File: src/rtl/hazard_pkg.sv
// Shared constants for the hazard scoreboard: default widths, the result
// latencies decode drives onto id_lat, and branch-type codes.
package hazard_pkg;

    localparam int REG_AW = 5;
    localparam int LAT_W  = 3;

    // ALU latency is 0 when the EX/MEM bypass network is present, 2 without it.
    localparam logic [LAT_W-1:0] LAT_ALU_FWD    = 3'd0;
    localparam logic [LAT_W-1:0] LAT_ALU_NO_FWD = 3'd2;
    localparam logic [LAT_W-1:0] LAT_ALU        = LAT_ALU_FWD;
    localparam logic [LAT_W-1:0] LAT_LOAD       = 3'd1;
    localparam logic [LAT_W-1:0] LAT_MUL        = 3'd4;

    typedef enum logic [1:0] {
        NO_BRANCH = 2'b00,
        BEZ       = 2'b01,
        BNE       = 2'b10,
        JMP       = 2'b11
    } branch_t;

endpackage

File: src/rtl/hazard_sb_cell.sv
// One scoreboard entry: a countdown of cycles until a register's pending
// result is readable from ID. Priority is freeze, load, decrement, hold.
module hazard_sb_cell #(
    parameter int LAT_W = hazard_pkg::LAT_W
) (
    input  logic             clk,
    input  logic             rst_n,
    input  logic             freeze,
    input  logic             load,
    input  logic [LAT_W-1:0] load_val,
    output logic [LAT_W-1:0] cnt
);

    always_ff @(posedge clk or negedge rst_n) begin
        if (!rst_n) begin
            cnt <= '0;
        end else if (freeze) begin
            cnt <= cnt;
        end else if (load) begin
            // Newest producer overrides any older pending count (WAW).
            cnt <= load_val;
        end else if (cnt != '0) begin
            cnt <= cnt - LAT_W'(1);
        end
    end

endmodule

File: src/rtl/hazard_scoreboard.sv
// Per-register countdown hazard detector beside the ID stage.
// Define HAZARD_PERF_EN to add the perf_stall_cycles counter output.
module hazard_scoreboard #(
    parameter int REG_AW   = hazard_pkg::REG_AW,
    parameter int NUM_REGS = 2 ** REG_AW,
    parameter int LAT_W    = hazard_pkg::LAT_W
) (
    input  logic              clk,
    input  logic              rst_n,
    input  logic              id_valid,
    input  logic [REG_AW-1:0] id_src1,
    input  logic [REG_AW-1:0] id_src2,
    input  logic              id_src1_used,
    input  logic              id_src2_used,
    input  logic              id_wb_en,
    input  logic [REG_AW-1:0] id_dest,
    input  logic [LAT_W-1:0]  id_lat,
    input  logic              flush,
    input  logic              freeze,
    output logic              stall,
    output logic [1:0]        stall_src
`ifdef HAZARD_PERF_EN
    ,
    output logic [31:0]       perf_stall_cycles
`endif
);

    // Handshake: the ID instruction issues on a cycle with
    // id_valid & ~stall & ~flush & ~freeze; stall acts as the inverse of ready
    // and depends only on current counters and ID inputs, never on flush/freeze.

    logic [LAT_W-1:0] cnt [NUM_REGS];
    logic             issue;
    logic             src1_busy;
    logic             src2_busy;

    assign cnt[0] = '0;

    genvar r;
    generate
        for (r = 1; r < NUM_REGS; r++) begin : g_cell
            hazard_sb_cell #(
                .LAT_W (LAT_W)
            ) u_cell (
                .clk      (clk),
                .rst_n    (rst_n),
                .freeze   (freeze),
                .load     (issue & id_wb_en & (id_dest == REG_AW'(r))),
                .load_val (id_lat),
                .cnt      (cnt[r])
            );
        end
    endgenerate

    assign src1_busy = (id_src1 != '0) && (cnt[id_src1] != '0);
    assign src2_busy = (id_src2 != '0) && (cnt[id_src2] != '0);

    always_comb begin
        stall_src    = 2'b00;
        stall_src[0] = id_valid & id_src1_used & src1_busy;
        stall_src[1] = id_valid & id_src2_used & src2_busy;
    end

    assign stall = |stall_src;
    assign issue = id_valid & ~stall & ~flush & ~freeze;

`ifdef HAZARD_PERF_EN
    // Frozen cycles are not charged to hazards; wraps naturally at 2^32.
    always_ff @(posedge clk or negedge rst_n) begin
        if (!rst_n) begin
            perf_stall_cycles <= '0;
        end else if (stall & ~freeze) begin
            perf_stall_cycles <= perf_stall_cycles + 32'd1;
        end
    end
`endif

endmodule

File: config.mk
export PLATFORM = sky130hd
export DESIGN_NAME = hazard_scoreboard
export DESIGN_NICKNAME = d
export VERILOG_FILES = /design/src/rtl/hazard_pkg.sv /design/src/rtl/hazard_sb_cell.sv /design/src/rtl/hazard_scoreboard.sv
export SDC_FILE = /design/constraint.sdc
export NUM_CORES = 1
export LEC_CHECK = 0
export BUFFER_PORTS_ARGS = -buffer_cell sky130_fd_sc_hd__buf_2
export CORE_MARGIN = 4
export CORE_UTILIZATION = 64
export CTS_CLUSTER_SIZE = 16
export DETAILED_ROUTE_END_ITERATION = 10
export GPL_TIMING_DRIVEN = 0
export MAX_ROUTING_LAYER = met4
export PLACE_DENSITY = 0.82
export REMOVE_ABC_BUFFERS = 1
export SYNTH_ARGS = -nofsm -noshare
export SYNTH_HDL_FRONTEND = slang
export SYNTH_SLANG_ARGS = --single-unit
File: constraint.sdc
create_clock -name clk -period 3 [get_ports clk]
set_input_delay 0.15 -clock clk [delete_from_list [all_inputs] [get_ports clk]]
set_output_delay 0.15 -clock clk [all_outputs]
set_load 0.05 [all_outputs]
# Word level (Yosys, flattened, before mapping)
# Index checks and enable logic that the tools add are counted.
# totals
register_bits	93
wordCells	307
# classes
bitwise_logic	44
n_mux	68
eq_ne	31
order_cmp	2
n_addsub	31
n_reduce_logical	100
# op_table
cell	count
2-to-1 mux 3 bit	66
nonzero test 3 bit	33
subtractor 3 x 1 -> 3 bit (second input constant)	31
equality test 5 bit (second input constant)	16
AND reduction 2 bit	31
nonzero test 2 bit	31
equality test 5 x 4 -> 1 bit (second input constant)	8
AND 1 bit	39
binary-select mux 3 bit (select 5 bit)	2
equality test 5 x 3 -> 1 bit (second input constant)	4
greater-or-equal comparator 6 bit (second input constant)	2
NOT 5 -> 6 bit	2
equality test 5 x 2 -> 1 bit (second input constant)	2
nonzero test 5 bit	2
equality test 5 x 1 -> 1 bit (second input constant)	1
NOT 1 bit	3
logical AND 1 bit	2
OR reduction 2 bit	1

# Longest topological paths before layout
# depth
depth_word	16
mapped_depth	12
ltp_nobuf	8

# By module
# From an unflattened synthesis, not the netlist that was laid out.
# unflattened
hier_cells	911
area_unflattened_um2	8008.9
# modules_own_cells
mod	n_inst	area_each_um2	seq_area_each_um2	cells_per_inst
hazard_sb_cell	31	207.7	75.1	22
hazard_scoreboard	1	1570.3	0.0	229

# Worst setup path before layout
# Ideal clock, no wire load.
# synth_timing
path_type	register -> register
startpoint	register g_cell[19].u_cell.cnt[2]
endpoint	register g_cell[18].u_cell.cnt[2]
path_stages_with_launch	11
synth_period_minus_slack_ns	2.803
required_ns	2.874
setup_ns	0.126
arrival_time_ns	2.677
slack_ns	0.197
n_path_buf	2
path_cell_list	dfrtp_1 or3_1 mux2i_1 a311oi_1 o31ai_1 o221ai_2 buf_2 clkbuf_1 nor3_1 a21oi_1 a221o_1
# synth_between
elab_chain_cells	15
word_cells_on_any_way	22
# synth_lines
element	line	rtl
start: declaration	hazard_sb_cell.sv:11	output logic [LAT_W-1:0] cnt
start signal: assignment	hazard_sb_cell.sv:18	cnt <= cnt;
start signal: assignment	hazard_sb_cell.sv:21	cnt <= load_val;
start signal: assignment	hazard_sb_cell.sv:23	cnt <= cnt - LAT_W'(1);
binary-select mux 3 bit (select 5 bit) *	hazard_scoreboard.sv:56	assign src2_busy = (id_src2 != '0) && (cnt[id_src2] != '0);
2-to-1 mux 3 bit (implied by the code) * (2 in a row)	hazard_scoreboard.sv:56	
nonzero test 3 bit *	hazard_scoreboard.sv:56	
logical AND 1 bit *	hazard_scoreboard.sv:56	
AND 1 bit *	hazard_scoreboard.sv:61	stall_src[1] = id_valid & id_src2_used & src2_busy;
net stall_src[1]	hazard_scoreboard.sv:21	output logic [1:0] stall_src
OR reduction 2 bit *	hazard_scoreboard.sv:64	assign stall = |stall_src;
NOT 1 bit *	hazard_scoreboard.sv:65	assign issue = id_valid & ~stall & ~flush & ~freeze;
AND 1 bit * (3 in a row)	hazard_scoreboard.sv:65	
AND 1 bit * (2 in a row)	hazard_scoreboard.sv:48	.load (issue & id_wb_en & (id_dest == REG_AW'(r))),
nonzero test 2 bit (no source line)	-	
AND reduction 2 bit (no source line)	-	
end signal: assignment	hazard_sb_cell.sv:18	
end signal: assignment	hazard_sb_cell.sv:21	
end signal: assignment	hazard_sb_cell.sv:23	
end: declaration	hazard_sb_cell.sv:11	
# Mark *: on every way through the listed nets, which the timed path passes. The rest lies on a longest branch. The select of a mux whose other input is x is not followed.
# A chain may end at the register's enable or synchronous reset.

# Worst setup path in the final report
# layout_timing
startpoint	register g_cell[4].u_cell.cnt[1]
endpoint	register g_cell[9].u_cell.cnt[0]
# layout_between
elab_chain_cells	15
word_cells_on_any_way	22
# layout_lines
element	line
start: declaration	hazard_sb_cell.sv:11
start signal: assignment	hazard_sb_cell.sv:18
start signal: assignment	hazard_sb_cell.sv:21
start signal: assignment	hazard_sb_cell.sv:23
binary-select mux 3 bit (select 5 bit) (on tied branches)	hazard_scoreboard.sv:55, hazard_scoreboard.sv:56
2-to-1 mux 3 bit (on tied branches) (2 in a row)	hazard_scoreboard.sv:55, hazard_scoreboard.sv:56
nonzero test 3 bit (on tied branches)	hazard_scoreboard.sv:55, hazard_scoreboard.sv:56
logical AND 1 bit (on tied branches)	hazard_scoreboard.sv:55, hazard_scoreboard.sv:56
AND 1 bit (on tied branches)	hazard_scoreboard.sv:60, hazard_scoreboard.sv:61
OR reduction 2 bit *	hazard_scoreboard.sv:64
NOT 1 bit *	hazard_scoreboard.sv:65
AND 1 bit * (3 in a row)	hazard_scoreboard.sv:65
AND 1 bit * (2 in a row)	hazard_scoreboard.sv:48
nonzero test 2 bit (no source line)	-
AND reduction 2 bit (no source line)	-
end signal: assignment	hazard_sb_cell.sv:18
end signal: assignment	hazard_sb_cell.sv:21
end signal: assignment	hazard_sb_cell.sv:23
end: declaration	hazard_sb_cell.sv:11
# Mark *: on every way between the ends. The rest lies on a longest branch, timed or not. The select of a mux whose other input is x is not followed.

==> reports/metrics.cfg <==
[worst_setup_path]
startpoint_type = flip-flop
cp_num_buf_inv = 0
path_class = flip-flop to flip-flop
cp_slowest_stage_delay_ps = 660
crit_fanout = 15
critical_path.most_common_cell = a211oi_1
path_delay_family = simple AND/OR/NAND/NOR gates
critPathArrivalTime_ps = 3200
crit_chain = nor4_2, a211oi_1, a211oi_1, o22a_2, o221ai_4, or4_4, and4_4, a211oi_2
crit_path_end_kind = flip-flop
cpMaxStageDelayCell = or4_4
critical_path_required_ps = 3270

[power]
p_leak_nw = 3.58
total_power_w = 0.00662
ir_drop_mv = 0.439
powerDensity_mw_per_mm2 = 781

[cts]
cts_tree = done
root_buffer = clkbuf_16
path_clk_slew_ps = 70
cts_num_sinks = 93
clock_latency_ps = 360
clock_path_buffers = 2
cts_inserted_buffers = 9
htree_num_levels = 3

[synthesis]
synth_compound_area_share_pct = 21.1
ys_async_sr_fraction_pct = 100
synthAdderAreaFrac_pct = 10.0
ys.flop_type = dfrtp_1
seq_area_frac_synth_pct = 30.0
yosysWarnings = 0
muxShareOfSynthArea_pct = 1.74
synth_area_mm2 = 0.00775
syn_avg_cell_area_um2 = 8.30
synth_seq_cells = 93
synthSimpleGateAreaFrac_pct = 30.5
synth_edf_count = 0
synthCells = 934
synthXorXnorAreaFrac_pct = 0
synth_top_family_by_area = simple AND/OR/NAND/NOR gates
post_synth_num_cell_types = 64

[placed_design]
port_buffers = 28
place_ws_ps = -289
place_area_mm2 = 0.00791
gp_congestion = 0.967
hpwlAfterDp_um = 14000

[floorplan]
core_mm2 = 0.0116
num_rows = 39
die-area_mm2 = 0.0139
die_h_um = 118
start_util_pct = 66.7
die-width_um = 118
io_pins = 29

[grt]
grt_util_all_layers_pct = 31.3
grt_max_degree = 88
grt_pass1_wl_um = 35100
grt_overflow = 0
grt_pass1_vias = 7280
antenna_found_initial = 0

[route]
dr_wl_met2_um = 10200
wire_per_inst_um = 19.7
drt_wl_total_um = 21200
drt_iter0_drc = 768
firstDrtPassIters = 6
route.met3.wl_um = 1550
viasPerCell = 6.88
top_layer = met4
drc_errors = 0
ant_nets = 0
wl_met1_um = 8790
vias = 7408

[sta]
fmax_ghz = 0.341
skew_ps = 6.68
hold_viol_final = 0
worst_slack_ps = 70.7
tightestPinTransition_ps = 1390
relSlewSlack_pct = 7.34
rsz0062_at_grt = false
slew_violations = 0
min_period_ps = 2930
min_period_over_period_pct = 97.6
setup_violations = 0
setup_tns_ps = 0

[run]
cap_violations = 0

[cells_and_area]
antenna_cells = 0
reg_top3 = g_cell.u_cell.cnt (93)
regMostFlops = g_cell.u_cell.cnt
synthToLayoutAreaGrowth_pct = 9.38
final_nets = 1017
final_area_mm2 = 0.00848
largest_reg_flops = 93
layout-drive-gt1-share_pct = 13.4

[outcome]
status = finished clean

[hold_path]
hold_class = primary input to flip-flop

[cell usage in the layout (no fill, tap or decap), drive strengths merged, types with 38 or more instances in the layout]
master,instances
a21oi,47
buf,38
dfrtp,93
ha,62
inv,67
nand2,47
nand2b,74
nand3,45
nor2,89
nor3,40
[area by class of cell]
type                            instances  area (um^2)
Sequential cell                        93         2330
Tap cell                              143          179
Timing Repair Buffer                   39          277
Clock inverter                          6         62.6
Multi-Input combinational cell        718         5140
Fill cell                             881         3140
Inverter                               68          256
Clock buffer                           10          239
[layer usage]
| layer | vias to the layer above | GRT usage, % |
|---|---|---|
| li1 | 3409 | - |
| met1 | 3575 | 40.1 |
| met2 | 350 | 50.1 |
| met3 | 74 | 3.75 |
| met4 | 0 | 13.8 |
| met5 | - | - |
[cell families after synthesis]
group | Yosys count
flops | 93
fa+ha+maj | 62
simple gates | 421
compound gates | 223
mux | 11
buf+inv | 124
[cell usage after synthesis, drive strengths merged (3+ instances only)]
| library cell | number | area [um^2] |
|---|---|---|
| dfrtp | 93 | 2330 |
| nor2 | 89 | 334 |
| nand2b | 74 | 463 |
| inv | 67 | 251 |
| ha | 62 | 776 |
| a21oi | 47 | 235 |
| nand2 | 47 | 176 |
| nand3 | 45 | 225 |
| nor3 | 40 | 210 |
| clkbuf | 36 | 135 |
| o21ai | 28 | 140 |
| o22ai | 27 | 169 |
| and3 | 23 | 144 |
| nor4b | 23 | 214 |
| nor2b | 22 | 138 |
| buf | 20 | 121 |
| a211oi | 18 | 175 |
| o211ai | 17 | 128 |
| or4 | 15 | 113 |
| a221o | 14 | 140 |
| a221oi | 14 | 123 |
| a22o | 13 | 114 |
| o21a | 12 | 90.1 |
| and4 | 11 | 116 |
| nor4 | 11 | 75.1 |
| mux2i | 9 | 90.1 |
| o221a | 6 | 67.6 |
| or3 | 5 | 31.3 |
| or2 | 4 | 25.0 |
| nand4 | 3 | 18.8 |
| o2111ai | 3 | 26.3 |
| o221ai | 3 | 32.5 |
| o31ai | 3 | 22.5 |
| o41ai | 3 | 41.3 |
[timing repair]
action | in CTS | in global routing
setup endpoints to repair | 87 | 89
pin swaps | 1 | 2
cloned | 1 | 0
hold endpoints to repair | 43 | 0
buffers inserted | 0 | 6
hold buffers | 1 | 0
gates resized for setup | 12 | 29
[worst register-to-register path, stage by stage, from the launching register on]
cell	delay (ps)
dfrtp_1	430
nor4_2	330
a211oi_1	100
a211oi_1	360
o22a_2	270
o221ai_4	260
or4_4	660
and4_4	220
a211oi_2	200
[power breakdown]
group	internal (W)	switching, W	leakage [nW]
clock network	0.000667	0.000533	0.140
logic	0.00139	0.00157	2.43
registers	0.00180	0.000654	1.01
total	0.00386	0.00275	3.58
[final timing paths]
path / start / to / slack [ps] / cells after the start
setup / recovery: g_cell[4].u_cell.cnt[1] / g_cell[9].u_cell.cnt[0] / 70 / 8
hold / removal: id_lat[1] / g_cell[28].u_cell.cnt[1] / 230 / 4
setup reg to reg: g_cell[4].u_cell.cnt[1] / g_cell[9].u_cell.cnt[0] / 70 / 8
hold reg to reg: g_cell[25].u_cell.cnt[2] / g_cell[25].u_cell.cnt[2] / 580 / 2
max in group asynchronous: rst_n / g_cell[14].u_cell.cnt[0] / 1970 / 3
min in group asynchronous: rst_n / g_cell[17].u_cell.cnt[1] / 350 / 2
[metrics by stage]
stage                     std cells  util [%]  hold WS, ps
after floorplan                 878         -         -146
after global placement         1049      67.3          538
after detailed placement       1053      68.1          203
after CTS                      1071      71.4          228
after global routing           1077      73.0          261
final                          1077      73.0          229
No activity file was read; power rests on OpenSTA's default activity.
